`src/rtl/read_emib_pkg.sv`:
```
// Shared EMIB read-side constants and the read FSM state encoding.
package read_emib_pkg;

   localparam int RAM_WIDTH = 8;
   localparam int ADDR_SZ   = 10;

   typedef enum logic [3:0] {
      IDLE  = 4'd0,
      CHECK = 4'd1,
      READ  = 4'd2,
      DRAIN = 4'd3,
      DONE  = 4'd4,
      ERR   = 4'd5,
      WAIT1 = 4'd6,
      WAIT2 = 4'd7,
      WAIT3 = 4'd8
   } state_t;

endpackage

```
`src/rtl/read_emib_rd_pipe.sv`:
```
// Aligns the read strobe and word index with the EMIB RAM's one-cycle read latency.
module read_emib_rd_pipe
   import read_emib_pkg::*;
(
   input  logic                 i_clk,
   input  logic                 i_rst_n,
   input  logic                 i_rd_en,
   input  logic [ADDR_SZ-1:0]   i_idx,
   input  logic [RAM_WIDTH-1:0] i_ram_data,
   output logic                 o_valid,
   output logic [ADDR_SZ-1:0]   o_idx,
   output logic [RAM_WIDTH-1:0] o_data
);

   always_ff @(posedge i_clk or negedge i_rst_n) begin
      if (!i_rst_n) begin
         o_valid <= 1'b0;
         o_idx   <= '0;
      end else begin
         o_valid <= i_rd_en;
         o_idx   <= i_idx;
      end
   end

   // RAM output is already registered inside the RAM; gating keeps it 0 outside valid cycles and in reset.
   assign o_data = o_valid ? i_ram_data : '0;

endmodule

```
`src/rtl/read_emib.sv`:
```
// Streams a contiguous block of EMIB RAM words (base + offset, len words) back to the MM.
module read_emib
   import read_emib_pkg::*;
(
   input  logic                 i_clk,
   input  logic                 i_rst_n,
   input  logic                 i_rd_en,
   input  logic                 i_error,
   input  logic [ADDR_SZ-1:0]   i_base_addr,
   input  logic [ADDR_SZ-1:0]   i_offset_addr,
   input  logic [ADDR_SZ-1:0]   i_rd_len,
   input  logic [RAM_WIDTH-1:0] i_emib_data,
   output logic [ADDR_SZ-1:0]   o_emib_addr,
   output logic                 o_emib_rd_en,
   output logic [RAM_WIDTH-1:0] o_mm_data,
   output logic                 o_mm_data_valid,
   output logic [ADDR_SZ-1:0]   o_mm_data_idx,
   output logic                 o_busy,
   output logic                 o_read_done,
   output logic                 o_read_error
);

   localparam logic [ADDR_SZ+1:0] ADDR_SPAN = {2'b01, {ADDR_SZ{1'b0}}};

   state_t               state;
   state_t               state_nxt;
   logic [ADDR_SZ-1:0]   base_r;
   logic [ADDR_SZ-1:0]   off_r;
   logic [ADDR_SZ-1:0]   len_r;
   logic [ADDR_SZ-1:0]   ptr;
   logic [ADDR_SZ-1:0]   ptr_nxt;
   logic [ADDR_SZ-1:0]   ptr_inc;
   logic [ADDR_SZ:0]     base_off;
   logic [ADDR_SZ+1:0]   range_end;
   logic                 reject;

   // Addresses never wrap, so the whole block must end at or below the top of the RAM.
   assign base_off  = {1'b0, base_r} + {1'b0, off_r};
   assign range_end = {1'b0, base_off} + {2'b00, len_r};
   assign reject    = i_error || (len_r == '0) || (range_end > ADDR_SPAN);
   assign ptr_inc   = ptr + ADDR_SZ'(1);

   always_ff @(posedge i_clk or negedge i_rst_n) begin
      if (!i_rst_n) begin
         state <= IDLE;
      end else begin
         state <= state_nxt;
      end
   end

   always_comb begin
      state_nxt = state;
      ptr_nxt   = '0;
      case (state)
         IDLE:  if (i_rd_en) state_nxt = CHECK;
         CHECK: state_nxt = reject ? ERR : READ;
         READ: begin
            if (ptr_inc == len_r) begin
               state_nxt = DRAIN;
            end else begin
               ptr_nxt = ptr_inc;
            end
         end
         DRAIN: state_nxt = DONE;
         DONE:  state_nxt = WAIT1;
         ERR:   state_nxt = WAIT1;
         WAIT1: state_nxt = WAIT2;
         WAIT2: state_nxt = WAIT3;
         WAIT3: state_nxt = IDLE;
         default: state_nxt = IDLE;
      endcase
   end

   // Outputs are registered from the next state so they line up with the state they describe.
   always_ff @(posedge i_clk or negedge i_rst_n) begin
      if (!i_rst_n) begin
         base_r       <= '0;
         off_r        <= '0;
         len_r        <= '0;
         ptr          <= '0;
         o_emib_addr  <= '0;
         o_emib_rd_en <= 1'b0;
         o_busy       <= 1'b0;
         o_read_done  <= 1'b0;
         o_read_error <= 1'b0;
      end else begin
         if (state == IDLE && i_rd_en) begin
            base_r <= i_base_addr;
            off_r  <= i_offset_addr;
            len_r  <= i_rd_len;
         end
         ptr          <= ptr_nxt;
         o_emib_rd_en <= (state_nxt == READ);
         o_emib_addr  <= (state_nxt == READ) ? (base_r + off_r + ptr_nxt) : '0;
         o_busy       <= (state_nxt != IDLE);
         o_read_done  <= (state_nxt == DONE);
         o_read_error <= (state_nxt == ERR);
      end
   end

   read_emib_rd_pipe u_rd_pipe (
      .i_clk      (i_clk),
      .i_rst_n    (i_rst_n),
      .i_rd_en    (o_emib_rd_en),
      .i_idx      (ptr),
      .i_ram_data (i_emib_data),
      .o_valid    (o_mm_data_valid),
      .o_idx      (o_mm_data_idx),
      .o_data     (o_mm_data)
   );

endmodule

```
`config.mk`:
```
export PLATFORM = sky130hd
export DESIGN_NAME = read_emib
export DESIGN_NICKNAME = d
export VERILOG_FILES = /design/src/rtl/read_emib_pkg.sv /design/src/rtl/read_emib_rd_pipe.sv /design/src/rtl/read_emib.sv
export SDC_FILE = /design/constraint.sdc
export NUM_CORES = 1
export LEC_CHECK = 0
export CORE_AREA = 4 4 93 95
export CTS_BUF_LIST = sky130_fd_sc_hd__clkbuf_8
export DETAILED_ROUTE_END_ITERATION = 10
export DIE_AREA = 0 0 97 99
export PLACE_DENSITY = 0.8
export SLEW_MARGIN = 20
export SYNTH_ARGS = -nofsm -noshare
export SYNTH_HDL_FRONTEND = slang
export SYNTH_HIERARCHICAL = 1
export SYNTH_SLANG_ARGS = --single-unit
```
`constraint.sdc`:
```
create_clock -name i_clk -period 5.8 [get_ports i_clk]
set_input_delay 1.16 -clock i_clk [delete_from_list [all_inputs] [get_ports i_clk]]
set_output_delay 1.16 -clock i_clk [all_outputs]
set_load 0.01 [all_outputs]
```
# Word level (Yosys, flattened, before mapping)
# Index checks and enable logic that the tools add are counted.
# word_totals
ff_bits,69
input_bits,42
output_inout_bits,33
# op_classes
n_addsub,5
n_lt_le_gt_ge,1
eq_ne,11
n_mux,8
reduce_logical,7
# ops
cell,count
2-to-1 mux 10 bit,3
one-hot mux 4 bit (7 select lines),1
"== test 4 x 3 -> 1 bit, second input constant",6
adder 10 bit,2
adder 11 x 10 -> 12 bit,1
"== test 4 x 2 -> 1 bit, second input constant",3
"> comparator 12 x 11 -> 1 bit, second input constant",1
adder 10 x 10 -> 11 bit,1
"adder 10 x 1 -> 10 bit, second input constant",1
== test 10 bit,1
zero test 10 bit,1
2-to-1 mux 4 bit,2
2-to-1 mux 8 bit,1
"== test 4 x 1 -> 1 bit, second input constant",1
zero test 4 bit,1
nonzero test 4 bit,1
2-to-1 mux 3 bit,1
logical OR 1 bit,2
OR reduction 2 bit,1
logical AND 1 bit,1

# Longest topological paths before layout
# Gate-level depths: netlist of the first run.
# depth
word_depth,8
depth_mapped,21
depth_no_buf,20

# Hierarchy
# The synthesis of the first run kept the hierarchy.
# modules_own_cells
mod,instances,cells_per_inst,area_each_um2,seq_area_each_um2
read_emib,1,339,3883.7,1451.4
read_emib_rd_pipe,1,19,325.3,275.3

# Least setup slack after synthesis of the first run
# Ideal clock, no wire load.
# synth_path
path_type,reg-to-reg
start,register ptr[0]
end,register o_emib_addr[9]
setup_time_ps,123
arrival_ps,3927
required_time_ps,5677
setup_slack_ps,1750
stages_incl_launch_ff,21
path_buffers,2
cell_sequence,dfrtp_1 > ha_1 > and3_1 > buf_6 > xnor2_2 > a2111oi_4 > nand4_2 > nor3_1 > or2b_4 > buf_6 > nor2_1 > fa_1 > inv_1 > fa_1 > inv_1 > a21o_1 > nand4_1 > a31oi_1 > xnor2_1 > xnor2_1 > a21oi_2
# synth_via
elab_chain_cells,6
word_cells_on_any_way,9
cone_classes,add/sub: 2; eq/ne: 2; mux: 5
# synth_lines
item,line,text
start: declaration,read_emib.sv:30,logic [ADDR_SZ-1:0] ptr;
start signal: assignment,read_emib.sv:92,ptr <= ptr_nxt;
adder 10 x 1 -> 10 bit *,read_emib.sv:41,assign ptr_inc = ptr + ADDR_SZ'(1);
== test 10 bit,read_emib.sv:58,if (ptr_inc == len_r) begin
2-to-1 mux 10 bit *,read_emib.sv:58,
2-to-1 mux 10 bit *,read_emib.sv:54,case (state)
named net ptr_nxt[2],read_emib.sv:31,logic [ADDR_SZ-1:0] ptr_nxt;
adder 10 bit *,read_emib.sv:94,o_emib_addr <= (state_nxt == READ) ? (base_r + off_r + ptr_nxt) : '0;
2-to-1 mux 10 bit *,read_emib.sv:94,
end signal: assignment,read_emib.sv:94,
end: declaration,read_emib.sv:13,"output logic [ADDR_SZ-1:0] o_emib_addr,"
# Mark *: on every way through the listed nets, which the timed path passes. The rest lies on a longest branch.
# A chain may end at the register's enable or synchronous reset.

# Worst setup path after layout of the first run
# layout_path
start,register ptr[0]
end,register o_emib_addr[9]
# layout_via
elab_chain_cells,6
word_cells_on_any_way,9
cone_classes,add/sub: 2; eq/ne: 2; mux: 5
# layout_lines
item,line
adder 10 x 1 -> 10 bit *,read_emib.sv:41
== test 10 bit,read_emib.sv:58
2-to-1 mux 10 bit / 2-to-1 mux 4 bit (equally long branches),read_emib.sv:58
2-to-1 mux 10 bit / one-hot mux 4 bit (7 select lines) (equally long branches),read_emib.sv:54
adder 10 bit / == test 4 x 2 -> 1 bit (equally long branches),read_emib.sv:94
2-to-1 mux 10 bit *,read_emib.sv:94
# Every way passes the cells marked *; elsewhere a longest branch is shown, timed or not.

==> impl_metrics.json, run 1 <==
{
  "period_share": 0.789,
  "hold_viol": 0,
  "synth_edf_count": 0,
  "h-tree-depth": 3,
  "n_antenna_cell": 0,
  "ant_nets": 0,
  "grt_first_pass_wirelength_um": 14800,
  "synth_cell_type_count": 69,
  "synth_commonest_cells": "dfrtp_1 (69), mux2_2 (30), inv_1 (24)",
  "syn_area_um2": 4210,
  "path_cells": "ha_1 -> and3_1 -> xnor2_2 -> a2111oi_4 -> nand4_2 -> nor3_1 -> or2b_4 -> or2_1 -> fa_1 -> inv_1 -> ha_1 -> inv_1 -> fa_1 -> inv_1 -> a21o_1 -> nand4_1 -> a31oi_1 -> xnor2_1 -> xnor2_1 -> a21oi_2",
  "die_h_um": 99,
  "routedWlPerCell_um": 16.3,
  "slowest_stage": "dfrtp_1",
  "rsz0062_at_grt": "no",
  "synth-seq-cells": 69,
  "rows": 32,
  "synth_top_area_frac": 0.410,
  "maxCapViolCount": 0,
  "fin_skew_ps": 9.86,
  "cts_hold_buffers": 0,
  "yosysWarnings": 6,
  "drt-pass1-iter-count": 4,
  "clockBufferDepth": 2,
  "cts_tree": "done",
  "cts_made_buffers": 9,
  "cts_sinks": 69,
  "grt_pass1_vias": 3157,
  "cp.required_ps": 6040,
  "startpoint_type": "register",
  "critical_path_class": "register to register",
  "maxSlewViolCount": 0,
  "synth_flop_cell": "dfrtp_1",
  "clock_latency_ps": 350,
  "crit_arrival_ps": 4810,
  "syn_to_final_growth_pct": 23.0,
  "async_flop_share": 1.00,
  "drive_above_1_share": 0.151,
  "place_hpwl_um": 6840,
  "grt_max_degree": 70,
  "hold_class": "register to register",
  "status": "finished, final reports clean",
  "pin_count": 75,
  "num_vias": 2980,
  "power-per-cell-area_nw_per_um2": 179,
  "max_freq_mhz": 219,
  "cpPeakStageDelay_ps": 450,
  "cp-end-kind": "register",
  "post_cts_buffers": 0,
  "r2r-start": "ptr[0]",
  "vias_per_cell": 5.52,
  "drc": 0,
  "antenna_found_initial": 0,
  "tns_ps": 0,
  "peakVddDrop_mv": 0.118,
  "synthesis.nets": 440,
  "synth_area_per_cell_um2": 11.8,
  "synth.area.top_cells": "dfrtp_1 (41%), fa_1 (10%), mux2_2 (8.0%)",
  "critPathMaxFanout": 21,
  "io_buffers": 74,
  "floorplan.initialDensity": 0.545,
  "tightest_slew_ps": 846,
  "cts_resized": 0,
  "cts_root_buffer": "clkbuf_8",
  "crit_start": "ptr[0]",
  "grt.overflow.total": 0,
  "drt_iter0_drc": 101,
  "nNetsFinal": 515,
  "period_needed_ps": 4580,
  "synth.most_common_cell": "dfrtp_1",
  "maxSlewHeadroom": 0.436,
  "total_power_uw": 925,
  "power.leakage_uw": 0.00241,
  "coreArea_um2": 7730,
  "routed_wl_um": 8820,
  "setup_violations": 0,
  "die_area_um2": 9600,
  "gp_congestion": 0.875,
  "yosysSeqAreaShare": 0.410,
  "grt_usage": 0.192,
  "final_core_util": 0.670,
  "syn_inst": 358,
  "fillers": 607,
  "yosysTopAreaCell": "dfrtp_1",
  "clk_transition_reported_paths_ps": 80,
  "hp-start": "o_emib_rd_en",
  "die_w_um": 97,
  "path_common_cell": "inv_1"
}
power by group:
part / switching, uW / total, uW / internal (uW) / leakage [uW]
clock: 190 / 399 / 209 / 0.000104
combinational: 15.5 / 45.8 / 30.2 / 0.00141
sequential: 0 / 481 / 481 / 0.000905
flip-flops by register name, indices dropped and copies added, names as in the netlist, 4 cells and up:
signal           count
base_r              10
len_r               10
o_emib_addr         10
off_r               10
ptr                 10
state                4
u_rd_pipe/o_idx     10
final timing paths:
path,slack [ps],endpoint,depth (start not counted)
max,1220,o_emib_addr[9],20
min,380,u_rd_pipe/o_valid,0
max reg2reg,1220,o_emib_addr[9],20
min reg2reg,380,u_rd_pipe/o_valid,0
max in group asynchronous,4240,off_r[4],2
min in group asynchronous,980,o_read_done,2
layout make-up:
| cell class | instances | area (um2) | share of cell area |
|---|---|---|---|
| Multi-Input combinational cell | 253 | 2280 | 0.441 |
| Clock buffer | 10 | 138 | 0.0266 |
| Sequential cell | 69 | 1730 | 0.333 |
| Tap cell | 102 | 128 | 0.0246 |
| Timing Repair Buffer | 76 | 751 | 0.145 |
| Inverter | 24 | 90.1 | 0.0174 |
| Clock inverter | 6 | 63.8 | 0.0123 |
cell usage in the layout, fill, tap and decap left out, types with 2 or more instances in the layout:
| cell | count |
|---|---|
| a211oi_1 | 5 |
| a21boi_0 | 3 |
| a21boi_1 | 3 |
| a21o_1 | 3 |
| a21oi_1 | 20 |
| a31oi_1 | 4 |
| and2_1 | 10 |
| and3_1 | 3 |
| buf_4 | 2 |
| clkbuf_8 | 10 |
| clkdlybuf4s50_1 | 73 |
| clkinv_4 | 2 |
| dfrtp_1 | 69 |
| fa_1 | 21 |
| ha_1 | 19 |
| inv_1 | 25 |
| mux2_2 | 30 |
| nand2_1 | 6 |
| nand2b_1 | 3 |
| nand3_1 | 6 |
| nand4_1 | 4 |
| nand4_2 | 2 |
| nor2_1 | 20 |
| nor2b_1 | 3 |
| nor3_1 | 6 |
| nor4_1 | 2 |
| o2111ai_1 | 2 |
| o211ai_1 | 2 |
| o21a_1 | 3 |
| o21ai_0 | 12 |
| o21bai_1 | 3 |
| o221a_2 | 2 |
| o31a_1 | 2 |
| xnor2_1 | 12 |
| xor2_1 | 10 |
routing by layer:
metal | global-route usage | share of wire
met5 | 0 | 0
met4 | 0.0756 | 0.019
met3 | 0.0396 | 0.055
met2 | 0.324 | 0.49
met1 | 0.243 | 0.43
logic make-up after synthesis:
family / count (synthesis) / synth area share
buffers and inverters: 36 / 0.0476
DFF: 69 / 0.410
adders and majority gates: 40 / 0.156
xor gates and xnor gates: 24 / 0.0553
AOI/OAI and AO/OA: 80 / 0.142
and+or+nand+nor: 78 / 0.106
muxes: 31 / 0.0826
stage by stage:
stage | worst slack (ps) | hold slack, ps | cell area (um2) | instances
final | 1220 | 378 | 5180 | 540
after global routing | 894 | 397 | 5180 | 540
after CTS | 1210 | 383 | 5180 | 540
after detailed placement | 1250 | 365 | 4980 | 524
after global placement | 1460 | 366 | 4980 | 524
after floorplan | 1750 | 349 | 4210 | 358
critical path, delay by kind of cell (launching register included):
kind                       cells  cell delay [ps]
AOI/OAI and AO/OA              4              780
xor gates and xnor gates       3              450
adders and majority gates      4             1180
buffers and inverters          3              180
DFF                            1              450
and+or+nand+nor                6             1410
Power figures use the tool's default switching activity.
==> run 2, diff against run 1 <==
--- a/config.mk
+++ b/config.mk
@@ -5,11 +5,11 @@
 export SDC_FILE = /design/constraint.sdc
 export NUM_CORES = 1
 export LEC_CHECK = 0
-export CORE_AREA = 4 4 93 95
+export CORE_AREA = 4 4 97 99
 export CTS_BUF_LIST = sky130_fd_sc_hd__clkbuf_8
 export DETAILED_ROUTE_END_ITERATION = 10
-export DIE_AREA = 0 0 97 99
-export PLACE_DENSITY = 0.8
+export DIE_AREA = 0 0 101 103
+export PLACE_DENSITY = 0.77
 export SLEW_MARGIN = 20
 export SYNTH_ARGS = -nofsm -noshare
 export SYNTH_HDL_FRONTEND = slang
==> constraint.sdc (replaced) <==
create_clock -name i_clk -period 4.05 [get_ports i_clk]
set_input_delay 0.81 -clock i_clk [delete_from_list [all_inputs] [get_ports i_clk]]
set_output_delay 0.81 -clock i_clk [all_outputs]
set_load 0.01 [all_outputs]
==> run 2 against run 1 <==
Effect of this change:
- global-route usage is 0.34 points higher
- via count is 5.5% higher
- clock power is 28% higher
- largest cell class unchanged
- highest routed layer unchanged
==> impl_metrics.json, run 2 (synthesized netlist as in run 1, its figures left out) <==
{
  "status": "finished, final reports clean",
  "grt.overflow.total": 0,
  "path_cells": "buf_6 -> nand4_1 -> or3_4 -> xnor3_2 -> o211ai_2 -> nor3_2 -> or2b_4 -> buf_4 -> a21oi_1 -> fa_1 -> ha_1 -> or2_2 -> a21oi_1 -> a31oi_1 -> xnor2_1 -> xnor2_1 -> a21oi_2",
  "wl_met3_um": 537,
  "drive_above_1_share": 0.234,
  "h-tree-depth": 3,
  "drt_iter0_drc": 132,
  "period_needed_ps": 4040,
  "critical_path_class": "register to register",
  "cts_tree": "done",
  "cts_sinks": 69,
  "cts_hold_buffers": 0,
  "p_seq_frac": 0.543,
  "setup_violations": 0,
  "topRoutingLayerUsed": "met4",
  "drt-pass1-iter-count": 4,
  "intPower_uw": 969,
  "final_cell_mix": "clkdlybuf4s50_1 (73), dfrtp_1 (68), mux2_2 (30)",
  "die_area_um2": 10400,
  "hold_depth": 0,
  "wl_met1_um": 4100,
  "slowest_stage": "fa_1",
  "final_core_util": 0.638,
  "antenna_found_initial": 0,
  "clock_latency_ps": 350,
  "die_w_um": 101,
  "cts_root_buffer": "clkbuf_8",
  "p_sw_uw": 298,
  "grt_max_degree": 44,
  "switching_share": 0.235,
  "drc": 0,
  "routed_wl_um": 9810,
  "power.leakage_uw": 0.00253,
  "crit_cells": 17,
  "critPathMaxFanout": 11,
  "die_h_um": 103,
  "syn_to_final_growth_pct": 29.6,
  "peakVddDrop_mv": 0.155,
  "startpoint_type": "register",
  "grt_usage": 0.195,
  "routedWlPerCell_um": 17.1,
  "maxSlewHeadroom": 0.449,
  "crit_arrival_ps": 4270,
  "layout_commonest_cell": "clkdlybuf4s50_1",
  "pwr-share-clk": 0.403,
  "n_antenna_cell": 0,
  "nNetsFinal": 542,
  "fin_skew_ps": 7.88,
  "grt_first_pass_wirelength_um": 15700,
  "cts_made_buffers": 9,
  "io_buffers": 74,
  "vias_per_cell": 5.49,
  "combPwrFrac": 0.054,
  "rows": 34,
  "cp.required_ps": 4290,
  "gp_congestion": 0.870,
  "maxCapViolCount": 0,
  "cp-end-kind": "register",
  "ant_nets": 0,
  "period_share": 0.997,
  "hold_viol": 0,
  "maxSlewViolCount": 0,
  "clockBufferDepth": 2,
  "coreArea_um2": 8550,
  "grt_pass1_vias": 3303,
  "power-per-cell-area_nw_per_um2": 232,
  "cp_top_family": "simple AND/OR/NAND/NOR gates",
  "tightest_slew_ps": 815,
  "met2_wirelength_um": 4910,
  "floorplan.initialDensity": 0.492,
  "pin_count": 75,
  "critPathBufInv": 2,
  "num_vias": 3144,
  "fillers": 692,
  "cpPeakStageDelay_ps": 470,
  "clk_transition_reported_paths_ps": 70,
  "place_hpwl_um": 7600,
  "max_freq_mhz": 248,
  "tns_ps": 0,
  "hold_class": "register to register",
  "reg2reg_depth": 17,
  "rsz0062_at_grt": "yes"
}
==> run 2: cell types whose count changed in the layout (fill, tap and decap cells not counted), moves of 2 or more <==
| cell | previous run | this run |
|---|---|---|
| nor2_2 | 0 | 2 |
| o21ai_1 | 0 | 2 |
| a21oi_1 | 20 | 18 |
| ha_1 | 19 | 17 |
| fa_2 | 0 | 2 |
| a21oi_2 | 1 | 3 |
| o21ai_0 | 12 | 10 |
| fa_1 | 21 | 19 |
| buf_4 | 2 | 27 |
| nor2_1 | 20 | 18 |
| clkinv_2 | 1 | 3 |
==> run 2: metrics by stage <==
stage	instances	hold WS, ps	instance area [um2]	worst slack [ps]	power [uW]
after floorplan	358	349	4210	28.9	708
after global placement	550	366	5150	26.2	770
after detailed placement	550	367	5150	-71.1	772
after CTS	569	384	5360	-75.3	1280
after global routing	573	392	5460	-127	1320
final	573	378	5460	13.8	1270
==> run 2: path summary, 6_finish.rpt <==
path                                    from           endpoint  slack (ps)
worst max register to register        ptr[0]     o_emib_addr[9]          10
worst max-delay path                  ptr[0]     o_emib_addr[9]          10
min in group asynchronous            i_rst_n           off_r[9]         480
worst min register to register  o_emib_rd_en  u_rd_pipe/o_valid         380
worst min-delay path            o_emib_rd_en  u_rd_pipe/o_valid         380
max in group asynchronous            i_rst_n             ptr[2]        2910
==> run 2: layout make-up <==
type / instances / area (um2) / area share
clock inverter: 6 / 38.8 / 0.00711
inverter: 24 / 90.1 / 0.0165
sequential: 69 / 1730 / 0.317
multi-input combinational: 253 / 2360 / 0.432
clock buffer: 10 / 138 / 0.0252
timing repair buffer: 103 / 970 / 0.178
tap: 108 / 135 / 0.0248
==> run 2: metal layers <==
layer,global-route usage,up-vias
met5,0,-
met4,0.0808,0
met3,0.0453,21
met2,0.332,93
met1,0.241,1551
li1,-,1479
==> run 2: timing repair <==
action | CTS | global route
setup endpoints to repair | 1 | 7
resized for setup | 4 | 15
pin swaps | 5 | 5
endpoints found under the hold margin | 0 | 0
setup buffers | 3 | 4
==> run 2: power groups by stage <==
stage               Combinational [uW]  Clock (uW)  Sequential (uW)
floorplan                         5.89           0              702
global placement                  67.9           0              702
detailed placement                69.7           0              702
CTS                               69.8         522              688
global route                      74.7         562              688
finish                            67.9         511              688
